`config.mk`:
```
export PLATFORM = sky130hd
export DESIGN_NAME = leitor_sensores_flat
export DESIGN_NICKNAME = d
export VERILOG_FILES = /design/src/rtl/leitor_sensores_pkg.sv /design/src/rtl/leitor_sensores_if.sv /design/src/rtl/leitor_sensores_debounce_canal.sv /design/src/rtl/leitor_sensores.sv /design/src/flat_wrapper.sv
export SDC_FILE = /design/constraint.sdc
export NUM_CORES = 1
export LEC_CHECK = 0
export CAP_MARGIN = 20
export CORE_AREA = 2 2 105 56
export CTS_CLUSTER_SIZE = 14
export DETAILED_ROUTE_END_ITERATION = 7
export DIE_AREA = 0 0 107 58
export DONT_BUFFER_PORTS = 1
export GPL_TIMING_DRIVEN = 1
export PLACE_DENSITY = 0.4
export RECOVER_POWER = 100
export SKIP_LAST_GASP = 1
export SLEW_MARGIN = 20
export SYNTH_ARGS = -nofsm -noshare
export SYNTH_HDL_FRONTEND = slang
export SYNTH_SLANG_ARGS = --single-unit
```
`constraint.sdc`:
```
create_clock -name clk -period 4.3 [get_ports clk]
set_input_delay 0.43 -clock clk [delete_from_list [all_inputs] [get_ports clk]]
set_output_delay 0.43 -clock clk [all_outputs]
set_load 0.01 [all_outputs]
```
`src/rtl/leitor_sensores_pkg.sv`:
```
// Shared definitions for the sensor front end: FSM states, level codes
// and the level-code consistency check.
package leitor_sensores_pkg;

    typedef enum logic [1:0] {
        START = 2'd0,
        RUN   = 2'd1,
        FAULT = 2'd2
    } estado_t;

    // Level codes as {h,m,l}; a probe can only be wet if every probe below it is.
    localparam logic [2:0] NIVEL_VAZIO = 3'b000;
    localparam logic [2:0] NIVEL_BAIXO = 3'b001;
    localparam logic [2:0] NIVEL_MEDIO = 3'b011;
    localparam logic [2:0] NIVEL_CHEIO = 3'b111;

    function automatic logic nivel_valido(input logic [2:0] codigo);
        logic ok;
        case (codigo)
            NIVEL_VAZIO, NIVEL_BAIXO, NIVEL_MEDIO, NIVEL_CHEIO: ok = 1'b1;
            default:                                           ok = 1'b0;
        endcase
        return ok;
    endfunction

endpackage

```
`src/rtl/leitor_sensores_if.sv`:
```
// Sensor bundle: raw probe/status inputs in, clean registered signals out.
// There is no handshake: raw inputs may change at any time and are treated
// as asynchronous; outputs are registered and valid/err qualify l/m/h.
interface leitor_sensores_if;
    import leitor_sensores_pkg::*;

    logic    l_raw, m_raw, h_raw, vs_raw, bs_raw;
    logic    l, m, h, vs, bs;
    logic    valid, err;
    estado_t estado;   // debug view of the FSM state

    modport master (
        output l_raw, m_raw, h_raw, vs_raw, bs_raw,
        input  l, m, h, vs, bs, valid, err, estado
    );

    modport slave (
        input  l_raw, m_raw, h_raw, vs_raw, bs_raw,
        output l, m, h, vs, bs, valid, err, estado
    );
endinterface

```
`src/rtl/leitor_sensores_debounce_canal.sv`:
```
// One input channel: two-flop synchroniser followed by a debounce counter.
// A change is accepted only after DEB_CYCLES consecutive differing samples.
module debounce_canal #(
    parameter int DEB_CYCLES = 4
) (
    input  logic clk,
    input  logic rst_n,
    input  logic i_raw,
    output logic o_deb
);
    localparam int CW = (DEB_CYCLES > 1) ? $clog2(DEB_CYCLES) : 1;
    localparam logic [CW-1:0] CNT_MAX = CW'(DEB_CYCLES - 1);

    logic          r_sync1;
    logic          r_sync2;
    logic          r_deb;
    logic [CW-1:0] r_cnt;

    // Synchronise, then count consecutive disagreements; any agreement restarts.
    always_ff @(posedge clk) begin
        if (!rst_n) begin
            r_sync1 <= 1'b0;
            r_sync2 <= 1'b0;
            r_deb   <= 1'b0;
            r_cnt   <= '0;
        end else begin
            r_sync1 <= i_raw;
            r_sync2 <= r_sync1;
            if (r_sync2 == r_deb) begin
                r_cnt <= '0;
            end else if (r_cnt == CNT_MAX) begin
                r_deb <= r_sync2;
                r_cnt <= '0;
            end else begin
                r_cnt <= r_cnt + 1'b1;
            end
        end
    end

    assign o_deb = r_deb;
endmodule

```
`src/rtl/leitor_sensores.sv`:
```
// Sensor front end top: five debounced channels, the START/RUN/FAULT FSM,
// the held level code and the registered outputs.
module leitor_sensores
    import leitor_sensores_pkg::*;
#(
    parameter int DEB_CYCLES = 4
) (
    input logic               clk,
    input logic               rst_n,
    leitor_sensores_if.slave  bus
);
    // Startup wait long enough for a static input to cross sync + debounce.
    localparam int SW = $clog2(DEB_CYCLES + 3);
    localparam logic [SW-1:0] START_FIM = SW'(DEB_CYCLES + 2);

    logic [4:0]    w_raw;
    logic [4:0]    w_deb;
    logic [2:0]    w_codigo;
    logic          w_codigo_ok;
    estado_t       r_estado;
    estado_t       w_estado_next;
    logic [SW-1:0] r_start_cnt;
    logic [2:0]    r_nivel;
    logic          r_vs;
    logic          r_bs;

    // Channel order: l, m, h, vs, bs.
    assign w_raw = {bus.bs_raw, bus.vs_raw, bus.h_raw, bus.m_raw, bus.l_raw};

    for (genvar g = 0; g < 5; g++) begin : g_canal
        debounce_canal #(.DEB_CYCLES(DEB_CYCLES)) u_canal (
            .clk   (clk),
            .rst_n (rst_n),
            .i_raw (w_raw[g]),
            .o_deb (w_deb[g])
        );
    end

    assign w_codigo    = w_deb[2:0];
    assign w_codigo_ok = nivel_valido(w_codigo);

    // Next-state: leave START after the startup wait, then follow code validity.
    always_comb begin
        w_estado_next = r_estado;
        case (r_estado)
            START: begin
                if (r_start_cnt == START_FIM) begin
                    w_estado_next = w_codigo_ok ? RUN : FAULT;
                end
            end
            RUN:     if (!w_codigo_ok) w_estado_next = FAULT;
            FAULT:   if (w_codigo_ok)  w_estado_next = RUN;
            default: w_estado_next = START;
        endcase
    end

    // State register and startup counter (saturates at the end of the wait).
    always_ff @(posedge clk) begin
        if (!rst_n) begin
            r_estado    <= START;
            r_start_cnt <= '0;
        end else begin
            r_estado <= w_estado_next;
            if (r_estado == START && r_start_cnt != START_FIM) begin
                r_start_cnt <= r_start_cnt + 1'b1;
            end
        end
    end

    // Output registers: levels load only when entering/staying in RUN, so
    // FAULT keeps the last good code; status bits follow deb outside START.
    always_ff @(posedge clk) begin
        if (!rst_n) begin
            r_nivel <= NIVEL_VAZIO;
            r_vs    <= 1'b0;
            r_bs    <= 1'b0;
        end else begin
            if (w_estado_next == RUN) begin
                r_nivel <= w_codigo;
            end
            if (w_estado_next == START) begin
                r_vs <= 1'b0;
                r_bs <= 1'b0;
            end else begin
                r_vs <= w_deb[3];
                r_bs <= w_deb[4];
            end
        end
    end

    assign bus.l      = r_nivel[0];
    assign bus.m      = r_nivel[1];
    assign bus.h      = r_nivel[2];
    assign bus.vs     = r_vs;
    assign bus.bs     = r_bs;
    assign bus.valid  = (r_estado == RUN);
    assign bus.err    = (r_estado == FAULT);
    assign bus.estado = r_estado;
endmodule

```
`src/flat_wrapper.sv`:
```
// flat-port wrapper written by rule: the top's interface ports become plain ports
module leitor_sensores_flat import leitor_sensores_pkg::*;
#(
    parameter int DEB_CYCLES = 4
)
  (clk, rst_n, bus_l_raw, bus_m_raw, bus_h_raw, bus_vs_raw, bus_bs_raw, bus_l, bus_m, bus_h, bus_vs, bus_bs, bus_valid, bus_err, bus_estado);
  leitor_sensores_if bus_i ();
  input logic clk;
  input logic rst_n;
  input wire logic [$bits(bus_i.l_raw)-1:0] bus_l_raw;
  input wire logic [$bits(bus_i.m_raw)-1:0] bus_m_raw;
  input wire logic [$bits(bus_i.h_raw)-1:0] bus_h_raw;
  input wire logic [$bits(bus_i.vs_raw)-1:0] bus_vs_raw;
  input wire logic [$bits(bus_i.bs_raw)-1:0] bus_bs_raw;
  output wire logic [$bits(bus_i.l)-1:0] bus_l;
  output wire logic [$bits(bus_i.m)-1:0] bus_m;
  output wire logic [$bits(bus_i.h)-1:0] bus_h;
  output wire logic [$bits(bus_i.vs)-1:0] bus_vs;
  output wire logic [$bits(bus_i.bs)-1:0] bus_bs;
  output wire logic [$bits(bus_i.valid)-1:0] bus_valid;
  output wire logic [$bits(bus_i.err)-1:0] bus_err;
  output wire logic [$bits(bus_i.estado)-1:0] bus_estado;
  assign bus_i.l_raw = bus_l_raw;
  assign bus_i.m_raw = bus_m_raw;
  assign bus_i.h_raw = bus_h_raw;
  assign bus_i.vs_raw = bus_vs_raw;
  assign bus_i.bs_raw = bus_bs_raw;
  assign bus_l = bus_i.l;
  assign bus_m = bus_i.m;
  assign bus_h = bus_i.h;
  assign bus_vs = bus_i.vs;
  assign bus_bs = bus_i.bs;
  assign bus_valid = bus_i.valid;
  assign bus_err = bus_i.err;
  assign bus_estado = bus_i.estado;
  leitor_sensores #(.DEB_CYCLES(DEB_CYCLES)) u_core (.clk(clk), .rst_n(rst_n), .bus(bus_i));
endmodule
```
==> impl_metrics.toml, run 1 <==
[clocking]
clockRootBuffer = "clkbuf_8"
cts_max_level = 2
cts.clk_slew.worst_paths_ps = 80
post_cts_buffers = 0
cts_tree = "built"
clock_latency_ps = 290
post_cts_resized = 0
cts_sinks = 35
clockBufferDepth = 2
cts_buffers = 5
cts_hold_buffers = 0

[global_route]
grt_pass1_vias = 814
met3_usage = 0.05849
grt_max_degree = 22
grt.total_usage = 0.08636
grt_pass1_wl_mm = 3.919
globalRouteMet1Util = 0.1134
grt.overflow.total = 0
antenna_found_initial = 0
busiest_layer = "met2"
use_met2 = 0.1174

[run_status]
status = "completed"

[yosys]
synth_edf_count = 0
synth_area_leaders = "dfxtp_1, ha_1, and2_1"
yosysWarnings = 0
synth_cell_types = 31
synth_top_area_share = 0.5405
async_reset_ff_frac = 0
syn_area_sq_um = 1296
synth_ff_type = "dfxtp_1"
netlist_instances = 119
synthTopCellsByCount = "dfxtp_1, and2_1, nor2_1, ha_1"
ys_seq_area_frac = 0.5405
yosys.area.top_type = "dfxtp_1"
synth.most_common_cell = "dfxtp_1"
ys_seq_elements = 35
avgSynthCellArea_sq_um = 10.89
syn_nets = 133

[pwr]
vdd_drop_max_v = 0.0001026
power.density_nw_per_um2 = 408.4
p_leak_nw = 0.6112

[route]
drt_first_pass_iters = 4
wl_per_cell_um = 11.80
drt-initial-drc-count = 43
dr_total_vias = 826
viasPerCell = 4.236
drt-total-wl_mm = 2.301
drc = 0
drtAntennaViolNets = 0

[timing]
slew_headroom = 0.4179
setup_violations = 0
fin_skew_ps = 7.973
fmax_ghz = 0.5443
finalMaxSlewViolations = 0
layout_min_cycle_time_ps = 1837
tightestPinTransition_ps = 868.0
timing_hold_violations_final = 0
period_share = 0.4273
rsz0062_at_grt = "no"
tns_ps = 0

[placed_design]
place_congestion = 0.8190
port-buffer-count = 0
dp.cells = 187
dpl_cell_area_sq_um = 1366
place_hpwl_mm = 1.612

[floorplanning]
dieArea_sq_um = 6206
coreArea_sq_um = 5301
pin_count = 16
num_rows = 19
die_h_um = 58
die_w_um = 107
initial_utilization = 0.2445

[critical_path]
path_class = "reg2reg"
arrival_ps = 2020
crit_path_end_kind = "flip-flop"
r2r_start = "u_core.r_start_cnt[0]"
critical_path_required_ps = 4480
cp-startpoint = "u_core.r_start_cnt[0]"
start_kind = "flip-flop"
crit_fanout = 7

[layout]
final_cell_count_no_fill = 195
layout-area-overhead-vs-synth_pct = 11.58
drive_gt1_frac = 0.05738
final_nets = 135
design_area_sq_um = 1446
antenna_cells = 0
utilization = 0.2728

[min_path]
hold_class = "in2reg"
hold_start = "bus_vs_raw"

[run]
maxCapViolCount = 0
metal layers:
layer | part of all wire | up-vias
met4 | 0 | 0
met3 | 0.049 | 0
met5 | 0 | -
li1 | - | 421
met1 | 0.53 | 386
met2 | 0.42 | 19
state kept, by name, summed over array words and instances (netlist names):
name and count:
u_core.bus.bs 1, u_core.bus.estado 2, u_core.bus.vs 1, u_core.g_canal.u_canal.o_deb 5, u_core.g_canal.u_canal.r_cnt 10, u_core.g_canal.u_canal.r_sync1 5, u_core.g_canal.u_canal.r_sync2 5, u_core.r_nivel 3
u_core.r_start_cnt 3
path summary, 6_finish.rpt:
check / endpoint / slack (ps) / cells past startpoint
worst max-delay path: u_core.bus.bs / 2460 / 5
worst min-delay path: u_core.g_canal[3].u_canal.r_sync1 / 270 / 1
worst max register to register: u_core.bus.bs / 2460 / 5
worst min register to register: u_core.g_canal[0].u_canal.r_cnt[0] / 430 / 1
worst max-delay path, cell delays in order (launching register included):
cell,delay [ps]
dfxtp_1,370
inv_1,60
ha_1,200
a211oi_1,740
a21oi_1,130
and3_1,230
report_power, final:
part / internal (W) / switching [W] / total [W]
clock network: 0.000113 / 0.000117 / 0.000231
registers: 0.000334 / 0.00000622 / 0.000340
logic: 0.00000982 / 0.0000102 / 0.0000200
total: 0.000457 / 0.000134 / 0.000591
layout make-up:
cell class / count / area, sq um
Clock buffer: 6 / 72.57
Clock inverter: 2 / 12.51
Tap cell: 73 / 91.34
Fill cell: 553 / 3855
Sequential cell: 35 / 700.7
Multi-Input combinational cell: 76 / 558.0
Inverter: 3 / 11.26
through the flow:
step	power, W	hold slack, ps	setup slack (ps)
3_3_place_gp	0.0003682	412.3	2801
3_5_place_dp	0.0003689	419.2	2762
6_report	0.0005907	267.8	2463
2_1_floorplan	0.0003653	405.0	2866
4_1_cts	0.0006071	253.1	2744
5_1_grt	0.0006307	236.8	2279
cell families (layout without fill, tap and decap cells):
family	Yosys count	after routing	share of synthesized area
flops	35	35	0.5405
simple gates	44	44	0.2133
xor+xnor	6	6	0.04054
buf+inv	8	11	0.02510
mux	5	5	0.03861
fa+ha+maj	7	7	0.06756
compound gates	14	14	0.07434
cell usage in the layout, fill, tap and decap left out, drive strengths merged, types with 3 or more instances in the layout:
master,count
a21oi,4
and2,10
and4b,5
clkbuf,6
dfxtp,35
ha,7
inv,3
mux2i,5
nand2,3
nor2,9
nor4b,5
xor2,5
Note: power is estimated with default switching activity, not from simulation.
==> run 2: changes to the inputs <==
- PLACE_DENSITY: 0.4 -> 0.41
- clock period: 4.3 -> 1.6 ns (I/O delays scaled with it)
==> impl_metrics.toml, run 2 (synthesis gave the netlist of run 1 again) <==
[run_status]
status = "completed"

[timing]
rsz0062_at_grt = "no"
fin_skew_ps = 6.981
fin_ws_ps = 96.30
setup_violations = 0
slew_headroom = 0.6622
timing.hold.ws_ps = 26.55
fmax_ghz = 0.6650
period_share = 0.9398
tns_ps = 0
layout_min_cycle_time_ps = 1504
finalMaxSlewViolations = 0
timing_hold_violations_final = 0
tightestPinTransition_ps = 506.2

[layout]
final_nets = 143
fillers = 542
layout_commonest_cell = "dfxtp_1"
antenna_cells = 0
drive_gt1_frac = 0.08462
largest_register = "u_core.g_canal.u_canal.r_cnt"
final_cell_mix = "dfxtp_1, nor2_1, ha_1"
largest_reg_flops = 10
multi_input_area_sq_um = 563.0
layout-area-overhead-vs-synth_pct = 21.53
design_area_sq_um = 1575
seq_area_sq_um = 701.9

[floorplanning]
pin_count = 16
num_rows = 19
die_w_um = 107
coreArea_sq_um = 5301
initial_utilization = 0.2445
dieArea_sq_um = 6206
die_h_um = 58

[clocking]
cts_tree = "built"
cts_max_level = 2
clock_latency_ps = 290
post_cts_buffers = 0
clockRootBuffer = "clkbuf_8"
cts_buffers = 5
cts_sinks = 35
cts.clk_slew.worst_paths_ps = 70
clockBufferDepth = 2

[route]
drtAntennaViolNets = 0
drt-initial-drc-count = 38
drt-total-wl_mm = 2.429
drt_first_pass_iters = 4
viasPerCell = 4.345
dr_total_vias = 882
wl_per_cell_um = 11.97
drc = 0

[pwr]
vdd_drop_max_v = 0.0003475
power.density_nw_per_um2 = 1231
p_leak_nw = 0.6644

[critical_path]
ff2ff_path_depth = 5
path_class = "reg2reg"
arrival_ps = 1720
crit_fanout = 6
critical_path_required_ps = 1820
crit_path_end_kind = "flip-flop"
start_kind = "flip-flop"

[run]
maxCapViolCount = 0

[placed_design]
dpl_cell_area_sq_um = 1381
port-buffer-count = 0
place_congestion = 0.7819
place_ws_ps = 77.22
place_hpwl_mm = 1.686

[global_route]
antenna_found_initial = 0
grt.total_usage = 0.09251
grt_pass1_wl_mm = 4.202
grt_max_degree = 16
grt_pass1_vias = 906
grt.overflow.total = 0

[min_path]
holdPathStages = 2
hold_class = "in2reg"
[run 2: where the power goes]
group	leakage (nW)	internal [W]	total, W	switching [W]
sequential	0.285	0.000898	0.000916	0.0000183
clock	0.0644	0.000621	0.000951	0.000329
combinational	0.315	0.0000382	0.0000721	0.0000339
total	0.664	0.00156	0.00194	0.000381
[run 2: layer usage]
layer | up-vias | global-route usage | wire length [um]
met5 | - | 0 | 0
met4 | 0 | 0.03896 | 27
met3 | 4 | 0.04612 | 141
met2 | 15 | 0.1338 | 1016
met1 | 427 | 0.1177 | 1244
li1 | 436 | - | -
[run 2: worst paths after layout]
check	from	to	slack [ps]
min reg2reg	u_core.g_canal[2].u_canal.r_cnt[0]	u_core.g_canal[2].u_canal.r_cnt[0]	430
min	rst_n	u_core.r_nivel[2]	30
max	u_core.r_start_cnt[0]	u_core.r_start_cnt[2]	100
max reg2reg	u_core.r_start_cnt[0]	u_core.r_start_cnt[2]	100
[run 2: per-stage QoR]
step / cells / utilization / total power (W)
floorplan: 119 / - / 0.0009818
global placement: 189 / 0.2606 / 0.0009927
detailed placement: 189 / 0.2606 / 0.0009968
CTS: 202 / 0.2957 / 0.001971
global route: 203 / 0.2971 / 0.002036
finish: 203 / 0.2971 / 0.001939
[run 2: what timing repair did]
item	CTS	global route
resized for setup	0	1
setup endpoints to repair	0	2
hold buffers	5	1
hold endpoints to repair	10	1
[run 2: cell type report]
| class | count | area share |
|---|---|---|
| Clock buffer | 5 | 0.04369 |
| Clock inverter | 3 | 0.04289 |
| Inverter | 3 | 0.007149 |
| Multi-Input combinational cell | 76 | 0.3574 |
| Sequential cell | 35 | 0.4456 |
| Tap cell | 73 | 0.05798 |
| Timing Repair Buffer | 8 | 0.04527 |
[run 2: critical path, cell delays in order (launching register included)]
cell and delay, ps:
dfxtp_2 350, inv_1 50, ha_1 210, a211o_1 370, or3_1 320, a21oi_1 130
